==> config.mk <==
export PLATFORM = sky130hd
export DESIGN_NAME = hazard_ctrl
export DESIGN_NICKNAME = d
export VERILOG_FILES = /design/src/rtl/hazard_pkg.sv /design/src/rtl/md_timer.sv /design/src/rtl/hazard_ctrl.sv
export SDC_FILE = /design/constraint.sdc
export NUM_CORES = 1
export LEC_CHECK = 0
export CAP_MARGIN = 0
export CELL_PAD_IN_SITES_DETAIL_PLACEMENT = 0
export CELL_PAD_IN_SITES_GLOBAL_PLACEMENT = 2
export CORE_MARGIN = 1.5
export CORE_UTILIZATION = 20
export CTS_CLUSTER_DIAMETER = 60
export DETAILED_ROUTE_END_ITERATION = 6
export PLACE_DENSITY = 0.84
export SLEW_MARGIN = 10
export SYNTH_ARGS = -nofsm -noshare
export SYNTH_HDL_FRONTEND = slang
export SYNTH_HIERARCHICAL = 1
export SYNTH_SLANG_ARGS = --single-unit
==> constraint.sdc <==
create_clock -name clk -period 5.1 [get_ports clk]
set_input_delay 0.765 -clock clk [delete_from_list [all_inputs] [get_ports clk]]
set_output_delay 0.765 -clock clk [all_outputs]
set_load 0.01 [all_outputs]
==> src/rtl/hazard_pkg.sv <==
// Shared types and constants for the pipeline hazard controller.
package hazard_pkg;

  typedef enum logic {
    RUN     = 1'b0,
    MD_WAIT = 1'b1
  } state_e;

  localparam int MD_LAT_DEF = 4;
  localparam int CNT_W      = 4;
  localparam int PERF_W     = 32;

endpackage

==> src/rtl/md_timer.sv <==
// Loadable down-counter that times the EX residency of a multi-cycle mul/div.
module md_timer
  import hazard_pkg::*;
(
  input  logic             clk,
  input  logic             rst,
  input  logic             load_i,
  input  logic             dec_i,
  input  logic [CNT_W-1:0] load_val_i,
  output logic             zero_o
);

  logic [CNT_W-1:0] cnt_q, cnt_d;

  always_comb begin
    cnt_d = cnt_q;
    if (load_i) begin
      cnt_d = load_val_i;
    end else if (dec_i && (cnt_q != '0)) begin
      cnt_d = cnt_q - 1'b1;
    end
  end

  always_ff @(posedge clk or posedge rst) begin
    if (rst) begin
      cnt_q <= '0;
    end else begin
      cnt_q <= cnt_d;
    end
  end

  assign zero_o = (cnt_q == '0);

endmodule

==> src/rtl/hazard_ctrl.sv <==
// Pipeline hazard controller: load-use stall, taken-branch flush, mul/div stall.
// Optional performance counters are built when HAZARD_CTRL_PERF_EN is defined.
module hazard_ctrl
  import hazard_pkg::*;
#(
  parameter int MD_LAT = MD_LAT_DEF
) (
  input  logic        clk,
  input  logic        rst,
  input  logic        memRead_EX,
  input  logic [4:0]  rd_EX,
  input  logic [4:0]  rs1_ID,
  input  logic [4:0]  rs2_ID,
  input  logic        useRs1_ID,
  input  logic        useRs2_ID,
  input  logic        branchTaken_EX,
  input  logic        mdStart_EX,
  output logic        pcWrite,
  output logic        ifidWrite,
  output logic        idexWrite,
  output logic        ifidFlush,
  output logic        idexFlush,
  output logic        exmemBubble,
  output logic        mdDone,
`ifdef HAZARD_CTRL_PERF_EN
  output logic [PERF_W-1:0] stallCycles,
  output logic [PERF_W-1:0] flushCount,
`endif
  output state_e      dbgState
);

  localparam logic [CNT_W-1:0] MD_RELOAD = CNT_W'(MD_LAT - 2);

  state_e state_q, state_d;
  logic   md_load, md_dec, md_zero;
  logic   load_use;

  md_timer u_md_timer (
    .clk        (clk),
    .rst        (rst),
    .load_i     (md_load),
    .dec_i      (md_dec),
    .load_val_i (MD_RELOAD),
    .zero_o     (md_zero)
  );

  assign load_use = memRead_EX && (rd_EX != 5'd0) &&
                    ((useRs1_ID && (rs1_ID == rd_EX)) ||
                     (useRs2_ID && (rs2_ID == rd_EX)));

  // Priority in RUN: taken branch, then mul/div start, then load-use.
  // Reset forces the idle outputs even while it is held.
  always_comb begin
    state_d     = state_q;
    pcWrite     = 1'b1;
    ifidWrite   = 1'b1;
    idexWrite   = 1'b1;
    ifidFlush   = 1'b0;
    idexFlush   = 1'b0;
    exmemBubble = 1'b0;
    mdDone      = 1'b0;
    md_load     = 1'b0;
    md_dec      = 1'b0;
    if (!rst) begin
      case (state_q)
        RUN: begin
          if (branchTaken_EX) begin
            ifidFlush = 1'b1;
            idexFlush = 1'b1;
          end else if (mdStart_EX) begin
            pcWrite     = 1'b0;
            ifidWrite   = 1'b0;
            idexWrite   = 1'b0;
            exmemBubble = 1'b1;
            md_load     = 1'b1;
            state_d     = MD_WAIT;
          end else if (load_use) begin
            pcWrite   = 1'b0;
            ifidWrite = 1'b0;
            idexFlush = 1'b1;
          end
        end
        MD_WAIT: begin
          if (!md_zero) begin
            pcWrite     = 1'b0;
            ifidWrite   = 1'b0;
            idexWrite   = 1'b0;
            exmemBubble = 1'b1;
            md_dec      = 1'b1;
          end else begin
            mdDone  = 1'b1;
            state_d = RUN;
          end
        end
        default: state_d = RUN;
      endcase
    end
  end

  always_ff @(posedge clk or posedge rst) begin
    if (rst) begin
      state_q <= RUN;
    end else begin
      state_q <= state_d;
    end
  end

  assign dbgState = state_q;

`ifdef HAZARD_CTRL_PERF_EN
  logic [PERF_W-1:0] stall_q, flush_q;

  // Both counters saturate at all-ones instead of wrapping.
  always_ff @(posedge clk or posedge rst) begin
    if (rst) begin
      stall_q <= '0;
      flush_q <= '0;
    end else begin
      if (!pcWrite && (stall_q != '1)) stall_q <= stall_q + 1'b1;
      if (ifidFlush && (flush_q != '1)) flush_q <= flush_q + 1'b1;
    end
  end

  assign stallCycles = stall_q;
  assign flushCount  = flush_q;
`endif

endmodule

* Word level (Yosys, flattened, before mapping)
Index checks and enable logic that the tools add are counted.
Operators by class: reductions and logical operators 10, bitwise logic cells 1, add/sub/neg operators 1, multiplexer cells 31, equality and inequality tests 2
Operators with widths (number):
- two-way mux 1 bit | 26
- == test 5 bit | 2
- two-way mux 4 bit | 2
- one-hot mux 1 bit (2 select lines) | 3
- logical AND 1 bit | 5
- nonzero test 5 bit | 1
- zero test 4 bit | 1
- nonzero test 4 bit | 1
- subtractor 4 x 1 -> 4 bit, second input constant | 1
- nonzero test 2 bit | 1
- logical OR 1 bit | 1
- NOT 1 bit | 1
Storage, ports and cells: input port bits 22, register bits 5

* Depth between registers and ports, before layout
Gate-level depths: netlist of run 1.
depth after elaboration 9, mapped depth 9, gate-level depth less buffers 8

* Modules after synthesis
The synthesis of run 1 kept the hierarchy.
Modules (own cells, without submodules):
- md_timer | cells an instance 28, instances 1, area each 261.5 sq um, sequential area each 100.1 sq um
- hazard_ctrl | cells an instance 34, instances 1, area each 240.2 sq um, sequential area each 25.0 sq um

* Worst setup path after synthesis of run 1
OpenSTA, ideal clock, no wires.
path type reg-to-output, start point reg u_md_timer.cnt_q[0], end point out pcWrite, cell stages (with the launch flop) 10, setup slack 2.268 ns, data required time 4.335 ns, arrival time 2.067 ns, buffers on the path 1, cell sequence dfrtp_1 > inv_1 > ha_1 > or3b_4 > inv_1 > nor3b_1 > nor2_1 > inv_1 > a31oi_1 > buf_4
Between the ends: word-level cells in the longest chain between the ends 4
Ends and longest elaborated chain:
- from (decl) | RTL line md_timer.sv:13 | logic [CNT_W-1:0] cnt_q, cnt_d;
- from (signal assigned) | RTL line md_timer.sv:28 | cnt_q <= cnt_d;
- zero test 4 bit | RTL line md_timer.sv:32 | assign zero_o = (cnt_q == '0);
- named net md_zero | RTL line hazard_ctrl.sv:35 | logic md_load, md_dec, md_zero;
- two-way mux 1 bit
- one-hot mux 1 bit (2 select lines)
- two-way mux 1 bit
- to (decl) | RTL line hazard_ctrl.sv:18 | output logic pcWrite,
The timed path passes the listed nets, and every way through them passes these cells.

* Worst setup path after layout of run 1
start point in rst, end point out ifidWrite
Between the ends: word-level cells in the longest chain between the ends 1
Ends and longest elaborated chain:
- from (decl) | RTL line hazard_ctrl.sv:9 | input logic rst,
- two-way mux 1 bit | RTL line hazard_ctrl.sv:64 | if (!rst) begin
- to (decl) | RTL line hazard_ctrl.sv:19 | output logic ifidWrite,
Every way passes these cells.

==> impl_results.md, run 1 <==
- Status: finished clean
- Worst-margin pin slew: 794 ps
- Htree depth: 1
- Power consumption: 288 uW
- Antenna violations before repair: 0
- Setup bufs post-CTS: 0
- Yosys reg bits: 5
- DR vias: 528
- Chip height: 53.1 um
- Routability cong.: 0.783
- Cell leakage power: 0.000341 uW
- Ratio of cells with drive above 1 in the final layout: 0.0632
- Largest net degree at the start of global routing: 11
- Worst Setup Start Kind: input pin
- Drt first-iter violations: 3
- # hold bufs at CTS: 0
- Antenna Cells: 0
- DRC: 0
- Worst skew pair latency: 230 ps
- TritonCTS buffer count: 3
- Starting Density: 0.218
- Clock Sink Count: 5
- Mean area per synthesized cell: 8.09 um2
- R2r worst-path depth: 8
- Pins Over Slew Limit: 0
- Post-DP Area: 823 um2
- Mapped Area: 502 um2
- Top Ports: 30
- Cells along the critical path: clkdlybuf4s50_1 > nor3b_1 > nor2_1 > inv_1 > a31oi_1 > clkdlybuf4s50_1
- Clk_skew: 1.01 ps
- # resized after CTS: 0
- Final period util: 0.707
- Nets: 119
- Row count: 17
- Fillers: 243
- Worst EP required: 4340 ps
- Commonest non-fill, non-tap cell in the layout: clkdlybuf4s50_1
- Clk slew on worst S/H paths: 40 ps
- Sequential element share of the synthesized area: 0.249
- Design Area, Final: 850 um2
- CP peak stage delay: 710 ps
- Combined area of the multi-input logic cells: 350 um2
- Most frequent cells in the layout: 29 x clkdlybuf4s50_1, 10 x xnor2_1, 7 x nand2_1, 6 x inv_1, 5 x dfrtp_1
- DRT Pass-1 Iters: 2
- VDD IR-drop max: 112 uV
- Max Fanout on Critical Path: 8
- Syn Inst Count: 62
- CP max-delay cell: nor3b_1
- RSZ-0062 raised after global routing: no
- Root buffer cell: clkbuf_4
- FMAX: 277 MHz
- Die footprint: 2820 um2
- CTS tree: done
- Die W: 53.1 um
- Synth-to-layout area growth: 69.3%
- Synth unique cells: 28
- Setup crit end kind: output pin
- Routed len/inst: 10.6 um
- Final Non-Filler Cells: 123
- Maxcap violations: 0
- GRT Overall Usage: 0.101
- Relative slew slack: 0.470
- Power per Cell Area: 339 nW/um2
- Post-DRT Antenna Nets: 0
- Hold crit path type: reg -> reg
- CP arrival: 2840 ps
- Hold Crit Start: dbgState
- Vias/cell: 4.29
- Setup TNS: 0 ps
- Hold-critical path depth: 2
- Final setup violation count: 0
- Number of port buffers: 29
- YS warnings: 6
- Minimum clock period: 3610 ps
- Drt total wl: 1300 um
- First-pass GRT wire length: 2100 um
- Worst r2r src: u_md_timer/cnt_q[0]
- Placed insts: 119
- Core area: 2300 um2
- RR Endpoint: u_md_timer/cnt_q[3]
- Grt total ovfl: 0
- Vias in the first global route: 503
- Reg area: 125 um2
- Clock tree buffer depth: 2
- Setup CP Type: in -> out
- Final hold vios: 0
- CP dominant cell by count: clkdlybuf4s50_1
- Hold EP: dbgState
- Worst R2R Setup Slack: 2630 ps
- Detailed Place HPWL: 1110 um
==> where the power goes <==
group	total (uW)	internal (uW)	switching [uW]
sequential	81.6	59.7	21.8
combinational	162	93.6	68.8
clock	44.3	29.5	14.8
==> cell families (layout without fill, tap and decap cells) <==
family | after synthesis | in the layout | synth area share
buf+inv | 8 | 39 | 0.0673
xor+xnor | 10 | 10 | 0.175
simple gates | 24 | 24 | 0.307
other cells | 2 | 4 | 0.0150
fa+ha+maj | 1 | 1 | 0.0249
compound gates | 12 | 12 | 0.162
flops | 5 | 5 | 0.249
==> stage by stage <==
step,setup slack [ps],hold slack (ps),util
after CTS,1440,601,0.370
after floorplan,2270,499,-
after global routing,1290,637,0.370
after detailed placement,1450,589,0.358
after global placement,1530,575,0.358
final,1490,593,0.370
==> synth_stat cells <==
cell type | n | area (um2)
inv_1 | 6 | 22.5
or3b_4 | 1 | 11.3
xnor2_1 | 10 | 87.6
nand4_1 | 2 | 12.5
a21oi_1 | 3 | 15.0
nor3b_1 | 3 | 22.5
dfrtp_1 | 5 | 125
nor4b_2 | 1 | 15.0
and3_1 | 1 | 6.26
a31oi_1 | 1 | 6.26
clkbuf_1 | 1 | 3.75
nand2_1 | 7 | 26.3
ha_1 | 1 | 12.5
or4_1 | 1 | 7.51
and3_4 | 1 | 11.3
nor2_1 | 1 | 3.75
a31o_1 | 2 | 17.5
o31a_1 | 1 | 8.76
conb_1 | 2 | 7.51
a221o_1 | 1 | 10.0
and2_1 | 1 | 6.26
o22ai_1 | 1 | 6.26
buf_4 | 1 | 7.51
nand2b_1 | 1 | 6.26
o21a_1 | 1 | 7.51
nor3_1 | 3 | 15.0
o21ai_1 | 2 | 10.0
and4b_1 | 1 | 10.0
==> flip-flops by register name (all words and copies together) (netlist names) <==
| name | cells |
|---|---|
| dbgState | 1 |
| u_md_timer/cnt_q | 4 |
==> per-layer routing <==
layer / GRT usage / vias up / share of wire
met5: 0 / - / 0
met4: 0.0385 / 0 / 0
met3: 0.0141 / 0 / 0.028
met2: 0.179 / 6 / 0.48
met1: 0.123 / 238 / 0.49
li1: - / 284 / -
==> cell type report <==
class / instances / area share
flip-flops and latches: 5 / 0.147
well taps: 28 / 0.0412
inverters: 6 / 0.0265
clock buffers: 4 / 0.0309
multi-input cells: 51 / 0.412
repair buffers: 29 / 0.342
==> worst max-delay path by stage <==
stage	start	depth (start not counted)	slack [ps]	to
2_1_floorplan	u_md_timer/cnt_q[0]	9	2270	pcWrite
3_3_place_gp	rst	6	1530	ifidWrite
3_5_place_dp	rst	6	1450	ifidWrite
4_1_cts	rst	6	1440	ifidWrite
5_1_grt	rst	6	1290	pcWrite
6_report	rst	6	1490	ifidWrite
==> worst max-delay path, delay by kind of cell <==
kind	cells	cell delay, ps
AO/OA/AOI/OAI	1	60
buffers and inverters	3	1130
AND/OR/NAND/NOR	2	880
Power figures use the tool's default switching activity.
==> run 2: changes to the inputs <==
Settings changed: CORE_UTILIZATION 20 to 17, PLACE_DENSITY 0.84 to 0.76.
Clock period 5.1 ns to 3.3 ns, I/O delays scaled along.
==> run 2 against run 1 <==
Global-route usage down 1.8 points. Combinational power increased by 58%. Cell count up 4.9%. Clock-buffer cell count stayed put. Non-clock buffer count increased by 3. Via count fell by 0.19%.
==> impl_results.md, run 2 (same netlist as run 1, synthesis figures left out) <==
- Sw Ratio: 0.360
- CP max-delay cell: clkdlybuf4s50_1
- VDD IR-drop max: 339 uV
- Drt total wl: 1300 um
- Reg area: 125 um2
- Root buffer cell: clkbuf_4
- Starting Density: 0.180
- Crit path max-delay family: buffers and inverters
- Wire length on met2: 657 um
- Cells along the critical path: inv_1 > ha_1 > or3b_4 > inv_1 > nor3b_1 > nor2_1 > inv_1 > a31oi_1 > clkdlybuf4s50_1
- # resized after CTS: 0
- WL met1: 572 um
- Antenna Cells: 0
- GRT Overall Usage: 0.0838
- Ratio of cells with drive above 1 in the final layout: 0.0918
- Wire length on met3: 66 um
- Detailed Place HPWL: 1120 um
- Final Non-Filler Cells: 129
- Post-DP Area: 850 um2
- Drt first-iter violations: 24
- DRT Pass-1 Iters: 4
- Clock tree buffer depth: 2
- Vias/cell: 4.09
- DRC: 0
- Grt total ovfl: 0
- Die footprint: 3290 um2
- Max FFs per register: 4
- Combined area of the multi-input logic cells: 350 um2
- Largest net degree at the start of global routing: 10
- Final hold vios: 0
- Clk slew on worst S/H paths: 40 ps
- Power per Cell Area: 515 nW/um2
- Worst Setup Start Kind: register
- Htree depth: 1
- Routed len/inst: 10.0 um
- Worst EP required: 2800 ps
- Internal power: 289 uW
- Final period util: 0.916
- CP peak stage delay: 570 ps
- Number of port buffers: 29
- FMAX: 331 MHz
- CP arrival: 2530 ps
- Chip height: 57.3 um
- Logic pwr share: 0.568
- Fillers: 303
- Maxcap violations: 0
- # hold bufs at CTS: 0
- Post-DRT Antenna Nets: 0
- Row count: 19
- Status: finished clean
- Setup crit end kind: output pin
- First-pass GRT wire length: 2190 um
- RSZ-0062 raised after global routing: no
- DR vias: 527
- Clk_skew: 2.11 ps
- Nets: 122
- Design Area, Final: 876 um2
- CP dominant cell by count: inv_1
- Net Switching: 162 uW
- TritonCTS buffer count: 3
- Routability cong.: 0.733
- Worst skew pair latency: 240 ps
- Reg with most FFs: u_md_timer/cnt_q
- Buffer and inverter count on the worst path: 4
- Setup TNS: 0 ps
- Synth-to-layout area growth: 74.6%
- Die W: 57.3 um
- Clock power share: 0.154
- Core area: 2780 um2
- Top Ports: 30
- Setup CP Type: reg -> out
- Cell leakage power: 0.000356 uW
- CTS tree: done
- Final setup violation count: 0
- Commonest non-fill, non-tap cell in the layout: clkdlybuf4s50_1
- Setup bufs post-CTS: 0
- Most frequent cells in the layout: 29 x clkdlybuf4s50_1, 10 x xnor2_1, 7 x nand2_1, 6 x inv_1, 5 x dfrtp_1
- Antenna violations before repair: 0
- Reg power frac: 0.277
- Hold crit path type: reg -> reg
- Vias in the first global route: 515
- Placed insts: 125
- Top layer in use: met3
- Max Fanout on Critical Path: 5
- Minimum clock period: 3020 ps
- Pins Over Slew Limit: 0
- Clock Sink Count: 5
-- run 2: cell types whose count changed in the layout (fill, tap and decap cells not counted) --
cell	before	now
buf_4	0	3
-- run 2: worst paths after layout --
kind | from | endpoint | slack [ps] | depth (start not counted)
worst max-delay path | u_md_timer/cnt_q[0] | ifidWrite | 280 | 9
worst min-delay path | u_md_timer/cnt_q[1] | u_md_timer/cnt_q[1] | 570 | 2
worst max register to register | u_md_timer/cnt_q[0] | u_md_timer/cnt_q[3] | 1180 | 9
worst min register to register | u_md_timer/cnt_q[1] | u_md_timer/cnt_q[1] | 570 | 2
max in group asynchronous | rst | u_md_timer/cnt_q[3] | 2500 | 3
min in group asynchronous | rst | dbgState | 590 | 3
-- run 2: power by group through the flow --
| stage | clock [uW] | sequential, uW | combinational, uW |
|---|---|---|---|
| floorplan | 0 | 121 | 150 |
| global placement | 0 | 124 | 258 |
| detailed placement | 0 | 126 | 259 |
| CTS | 73.9 | 125 | 260 |
| global route | 77.5 | 130 | 289 |
| finish | 69.5 | 125 | 256 |
-- run 2: layout make-up --
class,count,share of cell area
Clock buffer,4,0.0300
Inverter,6,0.0257
Multi-Input combinational cell,51,0.400
Sequential cell,5,0.143
Tap cell,31,0.0443
Timing Repair Buffer,32,0.357
-- run 2: tightest hold or removal path: stages, from the launching register on --
cell and delay (ps):
dfrtp_1 370, a21oi_1 50, o21ai_1 120
-- run 2: stage by stage --
step / hold slack, ps / setup WS, ps / power (uW) / util
2_1_floorplan: 229 / 738 / 271 / -
3_3_place_gp: 572 / 337 / 382 / 0.305
3_5_place_dp: 566 / 325 / 385 / 0.305
4_1_cts: 576 / 250 / 459 / 0.315
5_1_grt: 591 / 18.9 / 497 / 0.315
6_report: 572 / 278 / 451 / 0.315
-- run 2: layer usage --
layer,vias up,track usage
li1,284,-
met1,231,0.0996
met2,12,0.154
met3,0,0.0227
met4,0,0.00997
met5,-,0
